==> src/rtl/core_pkg.sv <==
// Shared types for the TOY execute-side issue sequencer: opcodes, FSM states
// and the TOY-to-ALU opcode mapping.
package core_pkg;

    typedef enum logic [3:0] {
        TOY_HLT = 4'h0, TOY_ADD = 4'h1, TOY_SUB = 4'h2, TOY_AND = 4'h3,
        TOY_XOR = 4'h4, TOY_SHL = 4'h5, TOY_SHR = 4'h6, TOY_LDA = 4'h7,
        TOY_LD  = 4'h8, TOY_ST  = 4'h9, TOY_LDI = 4'hA, TOY_STI = 4'hB,
        TOY_BZ  = 4'hC, TOY_BP  = 4'hD, TOY_JR  = 4'hE, TOY_JL  = 4'hF
    } toy_op_e;

    typedef enum logic [2:0] {
        ALU_ADD    = 3'd0, ALU_SUB = 3'd1, ALU_AND  = 3'd2, ALU_XOR = 3'd3,
        ALU_SHL    = 3'd4, ALU_SHR = 3'd5, ALU_RSVD = 3'd6, ALU_PASS_B = 3'd7
    } alu_op_e;

    typedef enum logic [1:0] {
        ST_IDLE    = 2'd0,
        ST_READ    = 2'd1,
        ST_ISSUE   = 2'd2,
        ST_CAPTURE = 2'd3
    } issue_state_e;

    // Only opcodes 1..7 are executed by the ALU; the rest belong to other units.
    function automatic logic is_alu_op(input toy_op_e op);
        return (op != TOY_HLT) && (op <= TOY_LDA);
    endfunction

    function automatic alu_op_e map_op(input toy_op_e op);
        case (op)
            TOY_ADD: return ALU_ADD;
            TOY_SUB: return ALU_SUB;
            TOY_AND: return ALU_AND;
            TOY_XOR: return ALU_XOR;
            TOY_SHL: return ALU_SHL;
            TOY_SHR: return ALU_SHR;
            TOY_LDA: return ALU_PASS_B;
            default: return ALU_ADD;
        endcase
    endfunction

endpackage

==> src/rtl/core_regfile.sv <==
// NREGS x WIDTH register file: two registered read ports, one write port,
// R0 hardwired to zero, write-first bypass on a same-cycle read/write hit.
module core_regfile import core_pkg::*; #(
    parameter  int NREGS = 16,
    parameter  int WIDTH = 16,
    localparam int AW    = $clog2(NREGS)
) (
    input  logic             clk_i,
    input  logic             rst_i,
    input  logic [AW-1:0]    ra_addr_i,
    output logic [WIDTH-1:0] ra_data_o,
    input  logic [AW-1:0]    rb_addr_i,
    output logic [WIDTH-1:0] rb_data_o,
    input  logic             we_i,
    input  logic [AW-1:0]    waddr_i,
    input  logic [WIDTH-1:0] wdata_i
);

    logic [WIDTH-1:0] mem [NREGS];
    logic [WIDTH-1:0] ra_next, rb_next;

    always_comb begin
        ra_next = mem[ra_addr_i];
        rb_next = mem[rb_addr_i];
        if (we_i && waddr_i == ra_addr_i) ra_next = wdata_i;
        if (we_i && waddr_i == rb_addr_i) rb_next = wdata_i;
        if (ra_addr_i == '0) ra_next = '0;
        if (rb_addr_i == '0) rb_next = '0;
    end

    // NOTE: sequential state uses non-blocking assignments so every flop samples pre-edge values.
    always_ff @(posedge clk_i) begin
        if (rst_i) begin
            // NOTE: the array is reset because software-visible registers must read 0 after reset;
            // this rules out a RAM macro, acceptable for 16 entries.
            for (int i = 0; i < NREGS; i++) mem[i] <= '0;
            ra_data_o <= '0;
            rb_data_o <= '0;
        end else begin
            if (we_i && waddr_i != '0) mem[waddr_i] <= wdata_i;
            ra_data_o <= ra_next;
            rb_data_o <= rb_next;
        end
    end

endmodule

==> src/rtl/core_issue.sv <==
// Execute-side issue sequencer: IDLE -> READ -> ISSUE -> CAPTURE for the registered ALU.
// Optional macro CORE_ISSUE_PERF_EN adds the retired_o writeback counter.
module core_issue import core_pkg::*; #(
    parameter  int NREGS = 16,
    parameter  int WIDTH = 16,
    localparam int AW    = $clog2(NREGS)
) (
    input  logic             clk_i,
    input  logic             rst_i,
    input  logic             instr_valid_i,
    input  logic [15:0]      instr_i,
    output logic             instr_ready_o,
    output logic [2:0]       alu_op_o,
    output logic [WIDTH-1:0] alu_a_o,
    output logic [WIDTH-1:0] alu_b_o,
    input  logic [WIDTH-1:0] alu_c_i,
    input  logic             ext_wr_valid_i,
    input  logic [AW-1:0]    ext_wr_addr_i,
    input  logic [WIDTH-1:0] ext_wr_data_i,
    output logic             ext_wr_ready_o,
    output logic             wb_valid_o,
    output logic [AW-1:0]    wb_addr_o,
    output logic [WIDTH-1:0] wb_data_o,
    output logic             unsupp_o
`ifdef CORE_ISSUE_PERF_EN
    ,
    output logic [31:0]      retired_o
`endif
);

    issue_state_e     state_q;
    logic [15:0]      instr_q;
    toy_op_e          op_in, op_q;
    logic [2:0]       alu_op_q;
    logic [WIDTH-1:0] alu_a_q, alu_b_q;
    alu_op_e          issue_op;
    logic [WIDTH-1:0] issue_a, issue_b;
    logic [WIDTH-1:0] rf_ra_data, rf_rb_data;
    logic             rf_we;
    logic [AW-1:0]    rf_waddr;
    logic [WIDTH-1:0] rf_wdata;
    logic             in_capture;

    assign op_in      = toy_op_e'(instr_i[15:12]);
    assign op_q       = toy_op_e'(instr_q[15:12]);
    assign in_capture = (state_q == ST_CAPTURE);

    assign instr_ready_o  = (state_q == ST_IDLE);
    assign ext_wr_ready_o = ~rst_i & ~in_capture;

    // ALU writeback owns the write port in CAPTURE; the side port waits a cycle.
    assign rf_we    = in_capture | (ext_wr_valid_i & ext_wr_ready_o);
    assign rf_waddr = in_capture ? instr_q[8 +: AW] : ext_wr_addr_i;
    assign rf_wdata = in_capture ? alu_c_i : ext_wr_data_i;

    core_regfile #(.NREGS(NREGS), .WIDTH(WIDTH)) u_regfile (
        .clk_i     (clk_i),
        .rst_i     (rst_i),
        .ra_addr_i (instr_q[4 +: AW]),
        .ra_data_o (rf_ra_data),
        .rb_addr_i (instr_q[0 +: AW]),
        .rb_data_o (rf_rb_data),
        .we_i      (rf_we),
        .waddr_i   (rf_waddr),
        .wdata_i   (rf_wdata)
    );

    // NOTE: every always_comb output gets a default first, so no path can infer a latch.
    always_comb begin
        issue_op = map_op(op_q);
        issue_a  = rf_ra_data;
        issue_b  = rf_rb_data;
        if (op_q == TOY_LDA) begin
            issue_a = '0;
            issue_b = WIDTH'(instr_q[7:0]);
        end
    end

    // Operands go straight from the read registers during ISSUE and are held afterwards.
    assign alu_op_o = (state_q == ST_ISSUE) ? issue_op : alu_op_q;
    assign alu_a_o  = (state_q == ST_ISSUE) ? issue_a  : alu_a_q;
    assign alu_b_o  = (state_q == ST_ISSUE) ? issue_b  : alu_b_q;

    always_ff @(posedge clk_i) begin
        if (rst_i) begin
            state_q    <= ST_IDLE;
            instr_q    <= '0;
            alu_op_q   <= '0;
            alu_a_q    <= '0;
            alu_b_q    <= '0;
            wb_valid_o <= 1'b0;
            wb_addr_o  <= '0;
            wb_data_o  <= '0;
            unsupp_o   <= 1'b0;
        end else begin
            wb_valid_o <= 1'b0;
            unsupp_o   <= 1'b0;
            case (state_q)
                ST_IDLE: begin
                    if (instr_valid_i) begin
                        instr_q <= instr_i;
                        if (is_alu_op(op_in)) state_q <= ST_READ;
                        else                  unsupp_o <= 1'b1;
                    end
                end
                ST_READ: state_q <= ST_ISSUE;
                ST_ISSUE: begin
                    alu_op_q <= issue_op;
                    alu_a_q  <= issue_a;
                    alu_b_q  <= issue_b;
                    state_q  <= ST_CAPTURE;
                end
                ST_CAPTURE: begin
                    wb_valid_o <= 1'b1;
                    wb_addr_o  <= instr_q[8 +: AW];
                    wb_data_o  <= alu_c_i;
                    state_q    <= ST_IDLE;
                end
                default: state_q <= ST_IDLE;
            endcase
        end
    end

`ifdef CORE_ISSUE_PERF_EN
    always_ff @(posedge clk_i) begin
        if (rst_i)           retired_o <= '0;
        else if (wb_valid_o) retired_o <= retired_o + 32'd1;
    end
`endif

endmodule

==> config.mk <==
export PLATFORM = sky130hd
export DESIGN_NAME = core_issue
export DESIGN_NICKNAME = d
export VERILOG_FILES = /design/src/rtl/core_pkg.sv /design/src/rtl/core_regfile.sv /design/src/rtl/core_issue.sv
export SDC_FILE = /design/constraint.sdc
export NUM_CORES = 1
export LEC_CHECK = 0
export CAP_MARGIN = 20
export CORE_ASPECT_RATIO = 0.7
export CORE_MARGIN = 1
export CORE_UTILIZATION = 40
export DETAILED_ROUTE_END_ITERATION = 8
export PLACE_DENSITY = 0.63
export SLEW_MARGIN = 20
export SYNTH_ARGS = -nofsm -noshare
export SYNTH_HDL_FRONTEND = slang
export SYNTH_SLANG_ARGS = --single-unit
==> constraint.sdc <==
create_clock -name clk_i -period 3.8 [get_ports clk_i]
set_clock_uncertainty 0.05 [all_clocks]
set_input_delay 0.57 -clock clk_i [delete_from_list [all_inputs] [get_ports clk_i]]
set_output_delay 0.57 -clock clk_i [all_outputs]
set_load 0.1 [all_outputs]
Yosys cells after proc, flatten, opt, wreduce, memory -nomap -nowiden
Memory sizes are Yosys's and may differ from the RTL's. A register that Yosys moved wholly into a read port is not among the register bits.
Cells that the tools add are included.
{"block": "word_totals", "wordCells": 63, "input_bits": 56, "out_inout_bits": 59, "regBits": 75, "mem_count": 1, "mem_bits_rw": 256}
{"memory": "u_regfile.mem", "depth": 16, "word_bits": 16, "read_ports": 2, "rd_ports_with_merged_regs": 2, "wr": 16, "line": "core_regfile.sv:19", "rtl": "logic [WIDTH-1:0] mem [NREGS];"}
{"block": "classes", "n_bitwise": 7, "n_lt_le_gt_ge": 1, "reduce_logical": 13, "mux": 21, "n_eq_ne": 11}
{"operator": "2-to-1 mux 16 bit", "count": 6}
{"operator": "case mux 3 bit (6 select lines)", "count": 1}
{"operator": "== test 4 x 3 -> 1 bit, second input constant", "count": 4}
{"operator": "OR reduction 16 bit", "count": 1}
{"operator": "== test 4 x 2 -> 1 bit, second input constant", "count": 2}
{"operator": "logical NOT 4 bit", "count": 2}
{"operator": "2-to-1 mux 1 bit", "count": 8}
{"operator": "2-to-1 mux 4 bit", "count": 2}
{"operator": "case mux 2 bit (4 select lines)", "count": 1}
{"operator": "nonzero test 4 bit", "count": 2}
{"operator": "== test 2 bit, second input constant", "count": 2}
{"operator": "<= comparator 4 x 3 -> 1 bit, second input constant", "count": 1}
{"operator": "2-to-1 mux 2 bit", "count": 2}
{"operator": "inverter 1 bit", "count": 4}
{"operator": "AND reduction 2 bit", "count": 2}
{"operator": "OR reduction 2 bit", "count": 2}
{"operator": "2-to-1 mux 3 bit", "count": 1}
{"operator": "OR reduction 3 bit", "count": 1}
{"operator": "bitwise AND 1 bit", "count": 2}
{"operator": "== test 2 x 1 -> 1 bit, second input constant", "count": 1}
{"operator": "logical AND 1 bit", "count": 2}
{"operator": "logical NOT 2 bit", "count": 1}
{"operator": "!= test 2 x 1 -> 1 bit, second input constant", "count": 1}
{"operator": "!= test 2 bit, second input constant", "count": 1}
{"operator": "bitwise OR 1 bit", "count": 1}

Depth between registers and ports, before layout
Gate-level depths: netlist of the first run.
{"block": "logic_depth", "depth_word": 11, "mapped_depth": 9, "ltp_nobuf": 6}

Hierarchy
From an unflattened synthesis of the first run, not the netlist that was laid out.
{"block": "hier_totals", "hier_cells": 1506, "hier_area_um2": 18048.6}
{"mod": "core_regfile", "area_per_inst_um2": 14761.7, "cells_each": 1082, "seq_area_each_um2": 8328.0, "n_inst": 1}
{"mod": "core_issue", "area_per_inst_um2": 3286.9, "cells_each": 424, "seq_area_each_um2": 1501.4, "n_inst": 1}

Least setup slack after synthesis of the first run
OpenSTA, ideal clock, no wires.
{"block": "synth_path", "kind": "register -> output", "startpoint": "register state_q[0]", "endpoint": "output port alu_a_o[15]", "t_required_ns": 3.180, "stages_incl_launch_ff": 5, "n_path_buf": 1, "arrival_ns": 2.965, "slack_ns": 0.215, "path_cell_list": "dfxtp_1 inv_1 ha_1 clkbuf_1 o21ai_0"}
{"block": "synth_between", "elab_chain_len": 2}
{"element": "from (decl)", "line": "core_issue.sv:31", "rtl": "issue_state_e state_q;"}
{"element": "from (signal assigned)", "line": "core_issue.sv:86", "rtl": "state_q <= ST_IDLE;"}
{"element": "from (signal assigned)", "line": "core_issue.sv:102", "rtl": "if (is_alu_op(op_in)) state_q <= ST_READ;"}
{"element": "from (signal assigned)", "line": "core_issue.sv:106", "rtl": "ST_READ: state_q <= ST_ISSUE;"}
{"element": "== test 2 bit", "line": "core_issue.sv:81", "rtl": "assign alu_a_o = (state_q == ST_ISSUE) ? issue_a : alu_a_q;"}
{"element": "2-to-1 mux 16 bit"}
{"element": "to (decl)", "line": "core_issue.sv:14", "rtl": "output logic [WIDTH-1:0] alu_a_o,"}
Every way passes these cells.

Worst setup path in the final report of the first run
{"block": "layout_path", "startpoint": "register state_q[1]", "endpoint": "output port alu_a_o[6]"}
The elaborated chain is that of the path after synthesis.

==> results_dict.tcl, run 1 <==
set metrics [dict create \
    p_sw_mw 3.934 \
    cts.htree.levels 2 \
    wl_per_cell_um 24.44 \
    groute.layer.met3.usage_pct 5.632 \
    slew_viol_final 0 \
    avgSynthCellArea_um2 12.34 \
    critical_path_class "flip-flop to output port" \
    placementRows 63 \
    die_y_um 176.2 \
    stdcell_area_um2 20510 \
    power_frac_comb_pct 28.3 \
    nets 1575 \
    outcome "finished, final reports clean" \
    final_common_cell "nor2_1" \
    cts_setup_buffers 0 \
    numCtsBuffers 35 \
    grt_antenna_before_repair 1 \
    wl_um 51160 \
    setup_viol 0 \
    powerDensity_nw_per_um2 570.1 \
    drt-initial-drc-count 1900 \
    p_int_mw 7.757 \
    overflow 0 \
    arrival_ns 2.63 \
    synth_top_area_cell "edfxtp_1" \
    leakagePower_nw 7.148 \
    layout-drive-gt1-share_pct 20.70 \
    grt_pass1_vias 11500 \
    seq_power_share_pct 41.2 \
    drc 0 \
    drt_first_pass_iters 5 \
    timing.slew.headroom_pct 31.40 \
    pin_count 115 \
    areaGrowthSynthToFinish_pct 18.23 \
    synth_cell_types 42 \
    hold_viol 0 \
    port_buffers 114 \
    root_buffer "clkbuf_16" \
    drv_cap 0 \
    placed_area_um2 19370 \
    synth_top_area_share_pct 44.32 \
    diodes 0 \
    layout_common_cells "nor2_1 (277), edfxtp_1 (256), mux4_2 (128)" \
    crit_required_ns 3.18 \
    cts_resized 0 \
    finalCritPeriodShare_pct 85.52 \
    synth_edf_count 256 \
    grt_pass1_wl_um 75390 \
    async_flop_share_pct 0 \
    min_period_ns 3.250 \
    crit_fanout 45 \
    p_sw_share_pct 33.65 \
    synth_ff_type "edfxtp_1" \
    antenna_left 0 \
    yosys-top-cells-area "edfxtp_1 (44%), mux4_2 (17%), dfxtp_1 (12%)" \
    ys_seq_area_share_pct 56.67 \
    worst_setup_path_end_kind "output port" \
    clock_path_buffers 3 \
    vias 12190 \
    gp_congestion 0.9178 \
    top_usage_layer "met1" \
    max_freq_ghz 0.3077 \
    worst_slew_pin_slew_ns 1.009 \
    core_um2 42570 \
    vias_per_cell 5.822 \
    grt.met2_usage_pct 32.57 \
    hold_buffers 0 \
    cts_sinks 363 \
    p_clk_share_pct 30.5 \
    die_x_um 250.9 \
    rsz0062_at_grt "false" \
    initial_core_util_pct 40.75 \
    start_kind "flip-flop" \
    grt_max_degree 55 \
    path_clk_slew_ns 0.06 \
    peakVddDrop_mv 0.3807 \
    synth_area_um2 17340 \
    dp_hpwl_um 34530 \
    fillers 3784 \
    yosys_warnings 0 \
    cts_tree "built" \
    setup_tns_ns 0 \
    syn-instance-count 1405 \
    ys_seq_elements 363 \
    hp-class "input pin to flip-flop" \
    met1_usage_pct 36.12 \
    insertion_delay_ns 0.54 \
    dieArea_um2 44210 \
    grt_usage_pct 23.31 \
]
-- registers in the layout (all words and copies together), names as in the netlist, 3 cells and up --
name and cells:
u_regfile.mem 256, alu_a_q 16, alu_b_q 16, instr_q 16, u_regfile.ra_data_o 16, u_regfile.rb_data_o 16
wb_data_o 16, wb_addr_o 4, alu_op_q 3
-- power groups by stage --
stage | Clock (mW) | Sequential, mW | Combinational [mW]
detailed placement | 0 | 4.90 | 3.25
global placement | 0 | 4.89 | 3.24
floorplan | 0 | 4.76 | 2.20
global route | 3.76 | 4.86 | 3.44
CTS | 3.61 | 4.82 | 3.27
finish | 3.57 | 4.82 | 3.30
-- final cells by class --
| class | instances | area, um2 | share of cell area, % |
|---|---|---|---|
| clock inverter | 12 | 130.1 | 0.6346 |
| tap | 552 | 690.7 | 3.368 |
| sequential | 363 | 9844 | 48.01 |
| multi-input combinational | 899 | 6977 | 34.02 |
| clock buffer | 50 | 1007 | 4.912 |
| timing repair buffer | 187 | 1744 | 8.506 |
| inverter | 30 | 112.6 | 0.5491 |
-- cell families (layout without fill, tap and decap cells) --
family	count (synthesis)	in the layout	share of synthesized area (%)
simple gates	497	497	12.32
flops	363	363	56.67
compound gates	197	197	6.925
mux	177	177	19.50
buf+inv	158	279	3.888
xor+xnor	9	9	0.4545
fa+ha+maj	3	3	0.2164
other cells	1	16	0.02162
-- through the flow --
step                      utilization [%]  total power, mW  hold WS, ns  worst slack [ns]  std cells
after floorplan                         -            6.959       0.4112            0.2147       1420
after global placement              45.50            8.122       0.4097            0.8161       2031
after detailed placement            45.50            8.157       0.4175            0.8248       2031
after CTS                           48.17            11.70       0.3863            0.5143       2093
after global routing                48.17            12.05       0.3899            0.3119       2093
final                               48.17            11.69       0.3924            0.5502       2093
-- per-layer routing --
layer  routed length (um)  vias to the layer above
met5                    0                        -
met3                 6662                       60
met1                22080                     6021
met4                  916                        0
met2                21500                      746
li1                     -                     5358
-- synth_stat cells (all sizes together), types with 2 or more instances --
cell type	count
nand3b	2
and2	40
nand4	2
edfxtp	256
inv	29
o21ai	60
nor2	277
a22oi	64
ha	3
a21oi	63
mux2	4
mux2i	45
nor3	3
clkbuf	80
nand2	101
nand3	25
xor2	3
o41ai	2
buf	48
or3	32
a21o	2
nand2b	3
nor3b	3
mux4	128
xnor2	6
dfxtp	107
nor2b	7
-- worst paths after layout --
| path | start | to | slack [ns] | depth (start not counted) |
|---|---|---|---|---|
| max reg2reg | state_q[1]$_SDFFE_PP0P_ | u_regfile.mem[13][8]$_SDFFCE_PN0P_ | 1.08 | 5 |
| max | state_q[1]$_SDFFE_PP0P_ | alu_a_o[6] | 0.55 | 5 |
| min | rst_i | u_regfile.mem[0][1]$_SDFFCE_PN0P_ | 0.39 | 1 |
| min reg2reg | wb_addr_o[3]$_SDFFE_PP0P_ | wb_addr_o[3]$_SDFFE_PP0P_ | 0.43 | 2 |
-- critical path, stage by stage (launching register included) --
cell     delay, ns
dfxtp_1       0.42
ha_2          0.75
buf_4         0.32
nand3_1       0.08
o21ai_0       0.13
buf_4         0.35
(Power assumes the default switching activity.)
==> inputs of run 2 (changes only) <==
--- a/config.mk
+++ b/config.mk
@@ -9,6 +9,7 @@
 export CORE_ASPECT_RATIO = 0.7
 export CORE_MARGIN = 1
 export CORE_UTILIZATION = 40
+export CTS_BUF_LIST = sky130_fd_sc_hd__clkbuf_2
 export DETAILED_ROUTE_END_ITERATION = 8
 export PLACE_DENSITY = 0.63
 export SLEW_MARGIN = 20
==> results_dict.tcl, run 2 (synthesis gave the netlist of run 1 again) <==
set metrics [dict create \
    outcome "finished, final reports clean" \
    final_common_cell "nor2_1" \
    leakagePower_nw 7.198 \
    timing.slew.headroom_pct 31.75 \
    stdcell_area_um2 20180 \
    largest_reg_flops 256 \
    min_period_ns 3.525 \
    setup_tns_ns 0 \
    layout-drive-gt1-share_pct 24.73 \
    overflow 0 \
    die_x_um 250.9 \
    core_um2 42570 \
    vias 12550 \
    powerDensity_nw_per_um2 531.5 \
    holdWs_ns 0.09407 \
    placed_area_um2 19370 \
    arrival_ns 2.90 \
    nets 1626 \
    grt_usage_pct 23.61 \
    path_clk_slew_ns 0.12 \
    critical_path_class "flip-flop to output port" \
    max_freq_ghz 0.2837 \
    cts.htree.levels 3 \
    setup_viol 0 \
    hold_viol 0 \
    wl_um 51920 \
    initial_core_util_pct 40.75 \
    cts_sinks 363 \
    wl_per_cell_um 23.70 \
    drc 0 \
    crit_required_ns 3.18 \
    clock_path_buffers 3 \
    r2r_start "state_q[1]$_SDFFE_PP0P_" \
    vias_per_cell 5.728 \
    drt-initial-drc-count 1877 \
    insertion_delay_ns 1.01 \
    rsz0062_at_grt "false" \
    finalCritPeriodShare_pct 92.76 \
    peakVddDrop_mv 0.3849 \
    slew_viol_final 0 \
    drv_cap 0 \
    die_y_um 176.2 \
    crit_start "state_q[1]$_SDFFE_PP0P_" \
    crit_fanout 21 \
    gp_congestion 0.9178 \
    start_kind "flip-flop" \
    grt_max_degree 55 \
    grt_pass1_vias 11900 \
    pin_count 115 \
    hp-class "input pin to flip-flop" \
    min-delay-start "instr_i[9]" \
    r2r_end "u_regfile.mem[13][8]$_SDFFCE_PN0P_" \
    dp_hpwl_um 34530 \
    top_register "u_regfile.mem" \
    root_buffer "clkbuf_2" \
    dieArea_um2 44210 \
    placementRows 63 \
    power_mw 10.72 \
    cts_tree "built" \
    fillers 3896 \
    drt_first_pass_iters 5 \
    grt_antenna_before_repair 1 \
    numCtsBuffers 85 \
    areaGrowthSynthToFinish_pct 16.34 \
    layout_common_cells "nor2_1 (277), edfxtp_1 (256), clkbuf_2 (129)" \
    antenna_left 0 \
    crit_path_end "ext_wr_ready_o" \
    grt_pass1_wl_um 76180 \
    port_buffers 114 \
    worst_setup_path_end_kind "output port" \
    rr_worst_depth 5 \
    r2r_setup_slack_ns 1.01 \
    worst_slew_pin_slew_ns 1.004 \
]
==> run 2: changes by cell type in the layout (fill, tap and decap cells not counted), moves of 2 or more <==
| cell | delta |
|---|---|
| clkinv_2 | -4 |
| clkbuf_1 | -10 |
| clkbuf_2 | +128 |
| clkinv_1 | +20 |
| clkbuf_16 | -38 |
| bufinv_16 | -2 |
| inv_2 | +2 |
==> run 2: power breakdown <==
group | internal [mW] | switching, mW
registers | 4.51 | 0.303
clock network | 0.974 | 1.62
logic | 1.19 | 2.12
==> run 2: how the worst min path moves through the flow <==
stage,end,slack (ns),cells after the start
2_1_floorplan,instr_q[9]$_SDFFE_PP0P_,0.41,2
3_3_place_gp,wb_addr_o[3]$_SDFFE_PP0P_,0.41,2
3_5_place_dp,wb_addr_o[3]$_SDFFE_PP0P_,0.42,2
4_1_cts,instr_q[9]$_SDFFE_PP0P_,0.01,3
5_1_grt,instr_q[9]$_SDFFE_PP0P_,0.03,3
6_report,instr_q[9]$_SDFFE_PP0P_,0.09,3
==> run 2: layout make-up <==
cell class | instances | area, um2 | area share [%]
inverter | 30 | 112.6 | 0.5581
multi-input combinational | 899 | 6987 | 34.63
clock inverter | 29 | 141.4 | 0.7007
sequential | 363 | 9844 | 48.79
clock buffer | 129 | 645.6 | 3.200
antenna | 1 | 2.502 | 0.01240
tap | 552 | 690.7 | 3.423
timing repair buffer | 188 | 1754 | 8.693
==> run 2: stage by stage <==
step	util, %	std cells	setup WS (ns)
after floorplan	-	1420	0.2147
after global placement	45.50	2031	0.8161
after detailed placement	45.50	2031	0.8248
after CTS	47.40	2190	0.1753
after global routing	47.40	2191	0.05351
final	47.40	2191	0.2750
==> run 2: routing by layer <==
| layer | wire length [um] | track usage [%] | vias up |
|---|---|---|---|
| met2 | 21750 | 32.56 | 765 |
| met3 | 6765 | 7.312 | 60 |
| met1 | 22480 | 35.55 | 6210 |
| li1 | - | - | 5515 |
| met4 | 924 | 6.580 | 0 |
| met5 | 0 | 0 | - |
==> run 2: critical path, cell delays in order, from the launching register on <==
cell and delay [ns]:
dfxtp_1 0.46, ha_4 0.31, buf_4 0.40, buf_4 0.39, nor2_1 0.09, buf_4 0.25
==> run 2: timing repair <==
| item | CTS | global route |
|---|---|---|
| endpoints found under the setup margin | 1 | 0 |
| resized for setup | 1 | 0 |
| setup buffers | 0 | 0 |
| hold buffers | 1 | 0 |
| endpoints found under the hold margin | 5 | 0 |
==> inputs of run 3 (changes only) <==
--- a/config.mk
+++ b/config.mk
@@ -7,7 +7,7 @@
 export LEC_CHECK = 0
 export CAP_MARGIN = 20
 export CORE_ASPECT_RATIO = 0.7
-export CORE_MARGIN = 1
+export CORE_MARGIN = 10
 export CORE_UTILIZATION = 40
 export CTS_BUF_LIST = sky130_fd_sc_hd__clkbuf_2
 export DETAILED_ROUTE_END_ITERATION = 8
==> results_dict.tcl, run 3 (synthesis gave the netlist of run 1 again) <==
set metrics [dict create \
    outcome "finished, final reports clean" \
    finalCritPeriodShare_pct 90.67 \
    leakagePower_nw 7.210 \
    crit_required_ns 3.18 \
    min_period_ns 3.445 \
    rsz0062_at_grt "false" \
    cp_top_family "buffers and inverters" \
    drt_first_pass_iters 5 \
    antenna_left 0 \
    max_freq_ghz 0.2902 \
    worst_slew_pin_slew_ns 1.073 \
    drv_cap 0 \
    grt_antenna_before_repair 4 \
    slew_viol_final 0 \
    path_clk_slew_ns 0.11 \
    insertion_delay_ns 0.98 \
    cts_sinks 363 \
    r2r_setup_slack_ns 0.97 \
    vias_per_cell 5.750 \
    placed_area_um2 19350 \
    die_y_um 194.2 \
    final_common_cell "nor2_1" \
    critical_path.max_stage_delay_ns 1.16 \
    slowest_stage "clkdlybuf4s50_1" \
    pin_count 115 \
    critical_path_class "flip-flop to output port" \
    grt_pass1_vias 12370 \
    largest_reg_flops 256 \
    path_cells "inv_1 -> ha_1 -> clkdlybuf4s50_1" \
    gp_congestion 0.8423 \
    setup_tns_ns 0 \
    grt_pass1_wl_um 77860 \
    hold_viol 0 \
    cp.buffers_inverters 2 \
    arrival_ns 2.83 \
    drc 0 \
    crit_fanout 5 \
    cts.htree.levels 3 \
    place_ws_ns 0.8912 \
    drt-initial-drc-count 1651 \
    start_kind "flip-flop" \
    grt_max_degree 69 \
    placementRows 63 \
    dp_hpwl_um 35630 \
    peakVddDrop_mv 0.4164 \
    vias 12580 \
    layout_common_cells "nor2_1 (277), edfxtp_1 (256), clkbuf_2 (136)" \
    regArea_um2 9839 \
    setup_viol 0 \
    timing.slew.headroom_pct 28.34 \
    core_um2 42570 \
    clock_path_buffers 3 \
    areaGrowthSynthToFinish_pct 16.47 \
    initial_core_util_pct 40.75 \
    wl_um 52690 \
    stdcell_area_um2 20200 \
    worst_setup_path_end_kind "output port" \
    multi_input_area_um2 6972 \
    port_buffers 114 \
    root_buffer "clkbuf_2" \
    cts_tree "built" \
    numCtsBuffers 84 \
    layout-drive-gt1-share_pct 24.86 \
    setup_slack_ns 0.3545 \
    powerDensity_nw_per_um2 529.9 \
    grt_usage_pct 20.02 \
    wl_per_cell_um 24.08 \
    overflow 0 \
    utilization_pct 47.46 \
    nets 1627 \
    fillers 3853 \
    hp-class "input pin to flip-flop" \
    die_x_um 268.9 \
    top_register "u_regfile.mem" \
    dieArea_um2 52220 \
]
==> run 3: power breakdown <==
part           internal [mW]  leakage, nW  switching (mW)
logic                   1.19         3.09            2.17
clock network          0.997        0.607            1.60
registers               4.51         3.51           0.238
total                   6.70         7.21            4.00
==> run 3: final timing paths <==
kind | startpoint | cells past startpoint | to
min reg2reg | wb_addr_o[0]$_SDFFE_PP0P_ | 2 | wb_addr_o[0]$_SDFFE_PP0P_
min | instr_i[0] | 3 | instr_q[0]$_SDFFE_PP0P_
max | state_q[0]$_SDFFE_PP0P_ | 3 | instr_ready_o
max reg2reg | state_q[1]$_SDFFE_PP0P_ | 5 | u_regfile.mem[14][12]$_SDFFCE_PN0P_
==> run 3: what timing repair did <==
item                                   in CTS  in global routing
setup buffers                               0                  0
hold buffers                                7                  0
endpoints found under the hold margin      10                  0
gates resized for setup                     0                  0
==> run 3: area by class of cell <==
cell class,instances,area share (%)
Sequential cell,363,48.71
Clock buffer,136,3.369
Inverter,30,0.5574
Tap cell,552,3.419
Timing Repair Buffer,190,8.956
Multi-Input combinational cell,899,34.51
Clock inverter,15,0.4398
Antenna cell,3,0.03716
==> run 3: stage by stage <==
stage                     cells  power, mW  hold WS (ns)
after floorplan            1420      6.959        0.4112
after global placement     2027      8.105        0.4226
after detailed placement   2027      8.143        0.4349
after CTS                  2185      10.72      0.003617
after global routing       2186      11.17       0.01954
final                      2188      10.70       0.09511
==> run 3: per-layer routing <==
layer | track usage (%) | routed length [um] | up-vias
li1 | - | - | 5513
met1 | 28.00 | 21650 | 6251
met2 | 27.36 | 22140 | 733
met3 | 9.123 | 7882 | 84
met4 | 5.499 | 1019 | 0
met5 | 0 | 0 | -
==> run 3: worst register-to-register path, cell delays in order, from the launching register on <==
cell and delay (ns):
dfxtp_1 0.43, ha_4 0.45, buf_4 0.51, mux2i_2 0.78
buf_4 0.29, nor2_1 0.05
